$ cat config.mk
export PLATFORM = sky130hd
export DESIGN_NAME = frame_update_scheduler
export DESIGN_NICKNAME = d
export VERILOG_FILES = /design/src/rtl/flappy_pkg.sv /design/src/rtl/frame_update_scheduler_step_watchdog.sv /design/src/rtl/frame_update_scheduler.sv
export SDC_FILE = /design/constraint.sdc
export NUM_CORES = 1
export LEC_CHECK = 0
export BUFFER_PORTS_ARGS = -buffer_cell sky130_fd_sc_hd__buf_2
export CAP_MARGIN = 20
export CORE_UTILIZATION = 55
export DETAILED_ROUTE_END_ITERATION = 8
export PLACE_DENSITY = 0.76
export SETUP_SLACK_MARGIN = 0.4
export SKIP_CTS_REPAIR_TIMING = 1
export SYNTH_ARGS = -nofsm -noshare
export SYNTH_HDL_FRONTEND = slang
export SYNTH_SLANG_ARGS = --single-unit
export TNS_END_PERCENT = 5
$ cat constraint.sdc
create_clock -name clk -period 4.5 [get_ports clk]
set_input_delay 0.225 -clock clk [delete_from_list [all_inputs] [get_ports clk]]
set_output_delay 0.225 -clock clk [all_outputs]
set_load 0.005 [all_outputs]
$ cat src/rtl/flappy_pkg.sv
// flappy_pkg: shared definitions for the Flappy game-level datapath.
//   game_t   : one-hot Initial/Play/Lose encoding (bit 0 = Initial, 1 = Play, 2 = Lose)
//   seq_t    : per-frame update sequencer states
//   V_ACTIVE_DEF / V_TOTAL : vertical timing of the 640x480 sync generator
//   SCORE_W  : width of the score and miss counters
//   sat_inc  : saturating increment for SCORE_W-wide counters
package flappy_pkg;

    localparam int V_ACTIVE_DEF = 480;
    localparam int V_TOTAL      = 525;
    localparam int SCORE_W      = 8;

    typedef enum logic [2:0] {
        G_INITIAL = 3'b001,
        G_PLAY    = 3'b010,
        G_LOSE    = 3'b100
    } game_t;

    typedef enum logic [2:0] {
        S_WAIT,
        S_PHYS,
        S_SCROLL,
        S_COLL,
        S_COMMIT
    } seq_t;

    function automatic logic [SCORE_W-1:0] sat_inc(input logic [SCORE_W-1:0] v);
        return (v == {SCORE_W{1'b1}}) ? v : v + 1'b1;
    endfunction

endpackage

$ cat src/rtl/frame_update_scheduler_step_watchdog.sv
// step_watchdog: loadable cycle counter shared by all update steps.
//   clk, reset : system clock, synchronous active-high reset
//   load       : restart the count from zero (asserted the cycle before a step begins)
//   run        : a step is in progress; count advances while high
//   expired    : count has reached TIMEOUT
module step_watchdog #(
    parameter int TIMEOUT = 1023
) (
    input  logic clk,
    input  logic reset,
    input  logic load,
    input  logic run,
    output logic expired
);
    // +2 keeps the counter at least one bit wide even for TIMEOUT = 0
    localparam int CNT_W = $clog2(TIMEOUT + 2);
    localparam logic [CNT_W-1:0] LIMIT = CNT_W'(TIMEOUT);

    logic [CNT_W-1:0] count;

    always_ff @(posedge clk) begin
        if (reset) begin
            count <= '0;
        end else if (load) begin
            count <= '0;
        end else if (run && count != LIMIT) begin
            count <= count + 1'b1;
        end
    end

    assign expired = (count == LIMIT);

endmodule

$ cat src/rtl/frame_update_scheduler.sv
// frame_update_scheduler: once per (divided) vertical blank, runs flight physics,
// pipe scroll and collision check in order over go/done handshakes, then commits.
// Owns the Initial/Play/Lose game state, score, jump latch and handshake watchdog.
//   clk, reset               : system clock, synchronous active-high reset
//   counter_y                : current row from the sync generator
//   start, ack, jump         : single-cycle debounced button pulses
//   phys_go/phys_jump/phys_done            : flight physics handshake
//   scroll_go/scroll_done/scroll_pass      : pipe scroll handshake
//   coll_go/coll_done/coll_hit             : collision check handshake
//   commit                   : publish new positions to the renderer
//   q_initial/q_play/q_lose  : one-hot game state
//   score, fault, miss_cnt   : score, sticky timeout flag, skipped-frame count
module frame_update_scheduler
    import flappy_pkg::*;
#(
    parameter int V_ACTIVE  = V_ACTIVE_DEF,
    parameter int FRAME_DIV = 1,
    parameter int TIMEOUT   = 1023
) (
    input  logic       clk,
    input  logic       reset,
    input  logic [9:0] counter_y,
    input  logic       start,
    input  logic       ack,
    input  logic       jump,
    output logic       phys_go,
    output logic       phys_jump,
    input  logic       phys_done,
    output logic       scroll_go,
    input  logic       scroll_done,
    input  logic       scroll_pass,
    output logic       coll_go,
    input  logic       coll_done,
    input  logic       coll_hit,
    output logic       commit,
    output logic       q_initial,
    output logic       q_play,
    output logic       q_lose,
    output logic [7:0] score,
    output logic       fault,
    output logic [7:0] miss_cnt
);
    localparam logic [9:0] V_ROW    = 10'(V_ACTIVE);
    localparam logic [3:0] DIV_LAST = 4'(FRAME_DIV - 1);

    game_t      game, game_n;
    seq_t       seq, seq_n;
    logic [9:0] prev_y;
    logic [3:0] div;
    logic       jlatch, jlatch_n, pending;
    logic       phys_go_n, scroll_go_n, coll_go_n, commit_n, phys_jump_n;
    logic       in_play, new_game, vb_edge, fire;
    logic       phys_acc, scroll_acc, coll_acc, step_busy, expired, timed_out;

    assign in_play  = (game == G_PLAY);
    assign new_game = (game == G_INITIAL) && start;
    assign vb_edge  = (counter_y == V_ROW) && (prev_y != V_ROW);
    assign fire     = in_play && vb_edge && (div == DIV_LAST);

    // The go strobe is high exactly in a step's first cycle, so it doubles as
    // the "ignore done this cycle" qualifier.
    assign phys_acc   = (seq == S_PHYS)   && !phys_go   && phys_done;
    assign scroll_acc = (seq == S_SCROLL) && !scroll_go && scroll_done;
    assign coll_acc   = (seq == S_COLL)   && !coll_go   && coll_done;
    assign step_busy  = (seq == S_PHYS) || (seq == S_SCROLL) || (seq == S_COLL);
    // A done arriving on the expiry cycle still wins over the timeout.
    assign timed_out  = step_busy && expired && !(phys_acc || scroll_acc || coll_acc);

    step_watchdog #(.TIMEOUT(TIMEOUT)) u_watchdog (
        .clk     (clk),
        .reset   (reset),
        .load    (phys_go_n || scroll_go_n || coll_go_n),
        .run     (step_busy),
        .expired (expired)
    );

    always_comb begin
        game_n      = game;
        seq_n       = seq;
        phys_go_n   = 1'b0;
        scroll_go_n = 1'b0;
        coll_go_n   = 1'b0;
        commit_n    = 1'b0;
        jlatch_n    = jlatch;

        case (game)
            G_INITIAL: if (start) game_n = G_PLAY;
            G_PLAY:    if ((coll_acc && coll_hit) || timed_out) game_n = G_LOSE;
            G_LOSE:    if (ack) game_n = G_INITIAL;
            default:   game_n = G_INITIAL;
        endcase

        case (seq)
            S_WAIT: if (fire) begin
                seq_n     = S_PHYS;
                phys_go_n = 1'b1;
            end
            S_PHYS: if (phys_acc) begin
                seq_n       = S_SCROLL;
                scroll_go_n = 1'b1;
            end
            S_SCROLL: if (scroll_acc) begin
                seq_n     = S_COLL;
                coll_go_n = 1'b1;
            end
            S_COLL: if (coll_acc) begin
                if (coll_hit) begin
                    seq_n = S_WAIT;
                end else begin
                    seq_n    = S_COMMIT;
                    commit_n = 1'b1;
                end
            end
            S_COMMIT: seq_n = S_WAIT;
            default:  seq_n = S_WAIT;
        endcase

        // Leaving (or not in) Play cancels everything in flight.
        if (game_n != G_PLAY) begin
            seq_n       = S_WAIT;
            phys_go_n   = 1'b0;
            scroll_go_n = 1'b0;
            coll_go_n   = 1'b0;
            commit_n    = 1'b0;
        end

        // A jump in the same cycle as the accepted done is kept for next frame.
        if (!in_play) begin
            jlatch_n = 1'b0;
        end else begin
            if (phys_acc) jlatch_n = 1'b0;
            if (jump)     jlatch_n = 1'b1;
        end

        phys_jump_n = (seq_n == S_PHYS) && jlatch_n;
    end

    always_ff @(posedge clk) begin
        if (reset) begin
            game      <= G_INITIAL;
            seq       <= S_WAIT;
            prev_y    <= '0;
            div       <= '0;
            jlatch    <= 1'b0;
            pending   <= 1'b0;
            score     <= '0;
            fault     <= 1'b0;
            miss_cnt  <= '0;
            phys_go   <= 1'b0;
            scroll_go <= 1'b0;
            coll_go   <= 1'b0;
            commit    <= 1'b0;
            phys_jump <= 1'b0;
        end else begin
            game      <= game_n;
            seq       <= seq_n;
            prev_y    <= counter_y;
            jlatch    <= jlatch_n;
            phys_go   <= phys_go_n;
            scroll_go <= scroll_go_n;
            coll_go   <= coll_go_n;
            commit    <= commit_n;
            phys_jump <= phys_jump_n;

            if (new_game) begin
                div <= '0;
            end else if (in_play && vb_edge) begin
                div <= (div == DIV_LAST) ? 4'd0 : div + 1'b1;
            end

            if (new_game) begin
                score   <= '0;
                pending <= 1'b0;
            end else if (commit) begin
                if (pending) score <= sat_inc(score);
                pending <= 1'b0;
            end else if (game_n != G_PLAY) begin
                pending <= 1'b0;
            end else if (scroll_acc && scroll_pass) begin
                pending <= 1'b1;
            end

            if (timed_out) fault <= 1'b1;

            // Overrun: the frame is dropped, never queued.
            if (fire && seq != S_WAIT) miss_cnt <= sat_inc(miss_cnt);
        end
    end

    assign q_initial = game[0];
    assign q_play    = game[1];
    assign q_lose    = game[2];

endmodule

==> impl_metrics.json, run 1 <==
{
  "ioPinCount": 45,
  "crit_slowest_cell": "or4_1",
  "ctsRootBufferMaster": "clkbuf_8",
  "period_needed_ns": 2.83,
  "rsz0062_at_grt": "false",
  "drt_iter0_markers": 86,
  "path_class": "reg -> reg",
  "ys_ff_latch": 55,
  "grt_use_total_pct": 20.9,
  "die_height_um": 69.0,
  "synthToLayoutAreaGrowth_pct": 13.8,
  "die_area_mm2": 0.00477,
  "critPathMaxFanout": 6,
  "drive_above_1_share_pct": 19.0,
  "powerDensity_mw_per_mm2": 285,
  "setup_violations": 0,
  "grt_antenna_before_repair": 0,
  "slew_viol_final": 0,
  "leakage_nw": 1.13,
  "port-buffer-count": 44,
  "postRouteAntennaNets": 0,
  "post-route-period-util_pct": 62.8,
  "ys_seq_area_share_pct": 44.6,
  "critPathArrivalTime_ns": 3.03,
  "ys_top_cells_by_count": "dfxtp_1 (55), nor2_1 (30), nor2b_1 (14)",
  "clk_latency_ns": 0.31,
  "tritoncts": "built",
  "netlist_top_cells_area": "dfxtp_1 (45%), nor2_1 (4.6%), nor2b_1 (3.5%), mux2i_1 (2.8%), ha_1 (2.5%)",
  "place_congestion": 0.910,
  "cts_buffer_depth": 2,
  "grt_pass1_wl_um": 8210,
  "vias_per_cell": 5.58,
  "start_util_pct": 57.1,
  "drc": 0,
  "diodes": 0,
  "clk_pin_slew_ns": 0.10,
  "yosysWarnings": 0,
  "setup_tns_ns": 0,
  "ys.flop_type": "dfxtp_1",
  "worst_slew_pin_slew_ns": 0.693,
  "hold_path_class": "in -> reg",
  "detailedPlace.worstSlack_ns": 1.68,
  "grt_max_degree": 38,
  "crit_chain": "or3b_4 > or4_1 > nor4_1 > nor2b_1 > mux2_1",
  "firstDrtPassIters": 4,
  "cp_slowest_stage_delay_ns": 0.68,
  "yosysMostFrequentCell": "dfxtp_1",
  "startpoint_type": "flop",
  "grt_pass1_vias": 1865,
  "ir_drop_mv": 0.255,
  "rows": 24,
  "relSlewSlack_pct": 53.4,
  "synth_nets": 299,
  "skew_ns": 0.00481,
  "yosysTopAreaCellShare_pct": 44.6,
  "place_hpwl_um": 3490,
  "drv_cap": 0,
  "numCtsBuffers": 5,
  "clkSinkCount": 55,
  "nets": 340,
  "die_x_um": 69.0,
  "ys_async_sr_fraction_pct": 0,
  "synth_cells": 274,
  "h-tree-depth": 2,
  "hold_viol_final": 0,
  "yosys.area.top_type": "dfxtp_1",
  "required_ns": 4.70,
  "dr_total_vias": 2055,
  "fin_hold_ws_ns": 0.135,
  "synth_cell_types": 51,
  "routed_wl_um": 4710,
  "fmax_mhz": 354,
  "status": "finished, final reports clean",
  "design_power_total_uw": 802,
  "synth_edf_count": 0,
  "grt-ovfl-total": 0,
  "syn_area_per_cell_um2": 9.02,
  "coreArea_mm2": 0.00432,
  "worst_slack_ns": 1.67,
  "synth_area_mm2": 0.00247,
  "wire_per_inst_um": 12.8,
  "endpoint_kind": "flop"
}
-- state kept, by name (all words and copies together), names as in the netlist --
name              flops
coll_go               1
commit                1
div                   4
fault                 1
game                  3
jlatch                1
miss_cnt              8
pending               1
phys_go               1
phys_jump             1
prev_y               10
score                 8
scroll_go             1
seq                   3
u_watchdog.count     11
-- path summary, 6_finish.rpt --
check        slack [ns]  depth (start not counted)          startpoint                  endpoint
max                1.67                          5  game[1]$_SDFF_PP0_  miss_cnt[7]$_SDFFE_PP0P_
min                0.13                          2        counter_y[6]      prev_y[6]$_SDFF_PP0_
max reg2reg        1.67                          5  game[1]$_SDFF_PP0_  miss_cnt[7]$_SDFFE_PP0P_
min reg2reg        0.46                          2  fault$_SDFFE_PP0P_        fault$_SDFFE_PP0P_
-- layout by cell type (no fill, tap or decap), types with 2 or more instances in the layout --
cell	count
a21oi_1	9
nand4_1	9
mux2i_1	7
a41o_1	2
inv_1	8
nor2_1	30
clkbuf_8	5
nor2b_1	14
nand3b_1	2
nor4_1	7
a311oi_1	2
and3_1	4
nand4b_1	2
a31o_2	3
ha_1	5
nand2_1	12
and3b_1	4
a211oi_1	2
dfxtp_1	55
nand3_1	12
o211ai_1	3
xor2_1	7
o21ai_0	8
and2_1	3
nand2b_1	5
o21bai_1	2
clkinv_4	2
a31oi_1	4
xnor2_1	7
or4_1	3
nor3_1	11
buf_2	45
or3_1	3
-- through the flow --
step                utilization (%)  instance area [um^2]  instances
floorplan                         -                  2470        274
global placement               62.7                  2710        359
detailed placement             62.7                  2710        359
CTS                            64.9                  2810        367
global route                   65.0                  2810        368
finish                         65.0                  2810        368
-- power breakdown --
group	switching (mW)	total, mW	internal, mW	leakage [nW]
clock	0.158	0.269	0.111	0.0443
combinational	0.0212	0.0373	0.0160	0.641
sequential	0.00291	0.495	0.492	0.446
total	0.182	0.802	0.620	1.13
-- layout make-up --
| cell class | count | area, um^2 |
|---|---|---|
| repair buffers | 45 | 225 |
| fillers | 378 | 1510 |
| well taps | 52 | 65.1 |
| flip-flops and latches | 55 | 1100 |
| clock buffers | 5 | 68.8 |
| inverters | 8 | 30.0 |
| clock inverters | 3 | 25.0 |
| multi-input cells | 200 | 1300 |
-- logic make-up (layout without fill, tap and decap cells) --
| family | Yosys count | after routing | share of synthesized area [%] |
|---|---|---|---|
| compound gates | 43 | 43 | 11.9 |
| xor+xnor | 14 | 14 | 4.96 |
| simple gates | 130 | 130 | 29.8 |
| fa+ha+maj | 5 | 5 | 2.53 |
| flops | 55 | 55 | 44.6 |
| buf+inv | 19 | 61 | 2.99 |
| mux | 8 | 8 | 3.29 |
-- worst max-delay path, delay by kind of cell, from the launching register on --
kind	cells	cell delay [ns]
flip-flops	1	0.40
multiplexers	1	0.32
AND/OR/NAND/NOR	4	2.00
-- routing by layer --
metal	up-vias	wire, um	track usage [%]
li1	1068	-	-
met1	945	2280	27.1
met2	30	2180	33.4
met3	12	141	4.82
met4	0	110	8.62
met5	-	0	0
Note: power is estimated with default switching activity, not from simulation.
==> inputs of run 2 (changes only) <==
ABC_AREA = 1   (was unset)
CORE_UTILIZATION = 50   (was 55)
PLACE_DENSITY = 0.72   (was 0.76)
clock period = 2.6 ns   (was 4.5 ns; I/O delays follow)
==> run 2 against run 1 <==
  * First-iteration DRC count shrank 10%
  * Non-clock buffer count fell by 1
  * Via count up 7.7%
  * Worst setup slack worse by 1.0 ns
  * Global-route usage decreased by 1.6 points
  * Combinational power rose by 100%
  * Flip-flop and latch count unchanged
  * Sequential power grew 74%
  * Die area grew 15%
  * Routed wire length decreased by 0.40%
  * Sequential share of layout area shrank 1.9 points
==> impl_metrics.json, run 2 <==
{
  "yosysWarnings": 0,
  "grt_max_degree": 27,
  "use_met1_pct": 23.0,
  "yosysTopAreaCellShare_pct": 42.6,
  "relSlewSlack_pct": 55.1,
  "path_class": "reg -> reg",
  "port-buffer-count": 44,
  "place_congestion": 0.790,
  "synth_edf_count": 0,
  "use_met2_pct": 33.1,
  "routed_wl_um": 4690,
  "place_hpwl_um": 3600,
  "ys_ff_latch": 55,
  "synthXorXnorAreaFrac_pct": 6.43,
  "synth_nets": 381,
  "ys_top_cells_by_count": "nand2_1 (63), nor2_1 (58), inv_1 (57)",
  "dr_total_vias": 2214,
  "die_x_um": 73.9,
  "syn_area_per_cell_um2": 7.27,
  "synth_cells": 356,
  "top_regs": "u_watchdog.count (11), prev_y (10)",
  "rsz0062_at_grt": "false",
  "fill_cells": 463,
  "critPathArrivalTime_ns": 2.13,
  "critPathMaxFanout": 11,
  "drt_iter0_markers": 77,
  "synth_area_mm2": 0.00259,
  "post-route-period-util_pct": 74.6,
  "ys_async_sr_fraction_pct": 0,
  "clkSinkCount": 55,
  "synth_top_family_by_area": "simple AND/OR/NAND/NOR gates",
  "slew_viol_final": 0,
  "yosys.area.top_type": "dfxtp_1",
  "fin_hold_ws_ns": 0.0207,
  "drv_cap": 0,
  "largest_reg_flops": 11,
  "drive_above_1_share_pct": 17.4,
  "die_height_um": 73.9,
  "startpoint_type": "flop",
  "synth_mux_area_share_pct": 0,
  "postLayoutCellArea_mm2": 0.00295,
  "synthToLayoutAreaGrowth_pct": 14.2,
  "start_util_pct": 53.4,
  "use_met3_pct": 5.28,
  "netlist_top_cells_area": "dfxtp_1 (43%), nand2_1 (9.1%), nor2_1 (8.4%), inv_1 (8.3%), a21oi_1 (3.9%)",
  "worst_slew_pin_slew_ns": 0.669,
  "endpoint_kind": "flop",
  "setup_tns_ns": 0,
  "setup_violations": 0,
  "rows": 25,
  "nets": 427,
  "period_needed_ns": 1.94,
  "clk_latency_ns": 0.31,
  "wire_per_inst_um": 9.97,
  "busiest_layer": "met2",
  "coreArea_mm2": 0.00485,
  "hold_path_class": "in -> reg",
  "ctsRootBufferMaster": "clkbuf_8",
  "ys.flop_type": "dfxtp_1",
  "fmax_mhz": 516,
  "ir_drop_mv": 0.335,
  "drc": 0,
  "top_register": "u_watchdog.count",
  "hold_viol_final": 0,
  "post_dp_cell_area_mm2": 0.00286,
  "synthAdderAreaFrac_pct": 2.42,
  "status": "finished, final reports clean",
  "leakage_nw": 1.29,
  "ioPinCount": 45,
  "postRouteAntennaNets": 0,
  "grt_use_total_pct": 19.3,
  "grt_pass1_wl_um": 8120,
  "layout_common_cells": "nand2_1 (63), nor2_1 (58), inv_1 (57), dfxtp_1 (55), buf_2 (44)",
  "required_ns": 2.79,
  "h-tree-depth": 2,
  "grt_pass1_vias": 2005,
  "powerDensity_mw_per_mm2": 485,
  "synth-compound-area-share_pct": 7.40,
  "layout_commonest_cell": "nand2_1",
  "numCtsBuffers": 5,
  "grt_antenna_before_repair": 0,
  "grt-ovfl-total": 0,
  "ys_seq_area_share_pct": 42.6,
  "tritoncts": "built",
  "clk_pin_slew_ns": 0.10,
  "skew_ns": 0.00611,
  "die_area_mm2": 0.00547,
  "cts_buffer_depth": 2,
  "diodes": 0,
  "synth-simple-area-share_pct": 31.6,
  "yosysMostFrequentCell": "nand2_1",
  "vias_per_cell": 4.71,
  "synth_cell_types": 32,
  "firstDrtPassIters": 4
}
## run 2: logic make-up (layout without fill, tap and decap cells)
logic type,after synthesis,after routing
compound gates,35,35
xor+xnor,19,19
fa+ha+maj,5,5
buf+inv,62,109
flops,55,55
simple gates,180,180
## run 2: report_power, final
group | switching (mW) | internal, mW
registers | 0.00503 | 0.854
clock network | 0.298 | 0.200
logic | 0.0471 | 0.0281
## run 2: final cells by class
cell class	count	area, um^2	area share, %
Clock inverter	3	27.5	0.932
Inverter	57	214	7.24
Clock buffer	5	68.8	2.33
Timing Repair Buffer	44	220	7.45
Tap cell	67	83.8	2.84
Multi-Input combinational cell	239	1240	41.9
Sequential cell	55	1100	37.3
## run 2: worst max-delay path, stage by stage (launching register included)
cell	delay [ns]
dfxtp_1	0.41
ha_1	0.20
inv_1	0.07
nor4_1	0.39
nand3_1	0.13
nand2_1	0.28
inv_1	0.18
nand2_1	0.09
a21oi_1	0.07
## run 2: through the flow
stage | std cells | power, mW | util (%) | setup slack [ns]
floorplan | 356 | 0.927 | - | 1.03
global placement | 462 | 0.954 | 58.9 | 0.827
detailed placement | 462 | 0.955 | 58.9 | 0.695
CTS | 470 | 1.45 | 60.9 | 0.671
global route | 470 | 1.50 | 60.9 | 0.455
finish | 470 | 1.43 | 60.9 | 0.662
## run 2: layer usage
metal  vias up  part of all wire (%)
met5         -                     0
met4         0                   1.2
met3         4                   4.6
met2        39                    48
li1       1204                     -
met1       967                    46
## run 2: worst paths after layout
path                                     startpoint                                 to  slack [ns]  cells past startpoint
setup / recovery              score[0]$_SDFFE_PP0P_              score[4]$_SDFFE_PP0P_        0.66                      8
setup reg to reg              score[0]$_SDFFE_PP0P_              score[4]$_SDFFE_PP0P_        0.66                      8
hold / removal                         counter_y[5]               prev_y[5]$_SDFF_PP0_        0.02                      3
hold reg to reg   u_watchdog.count[10]$_SDFFE_PP0P_  u_watchdog.count[10]$_SDFFE_PP0P_        0.46                      2
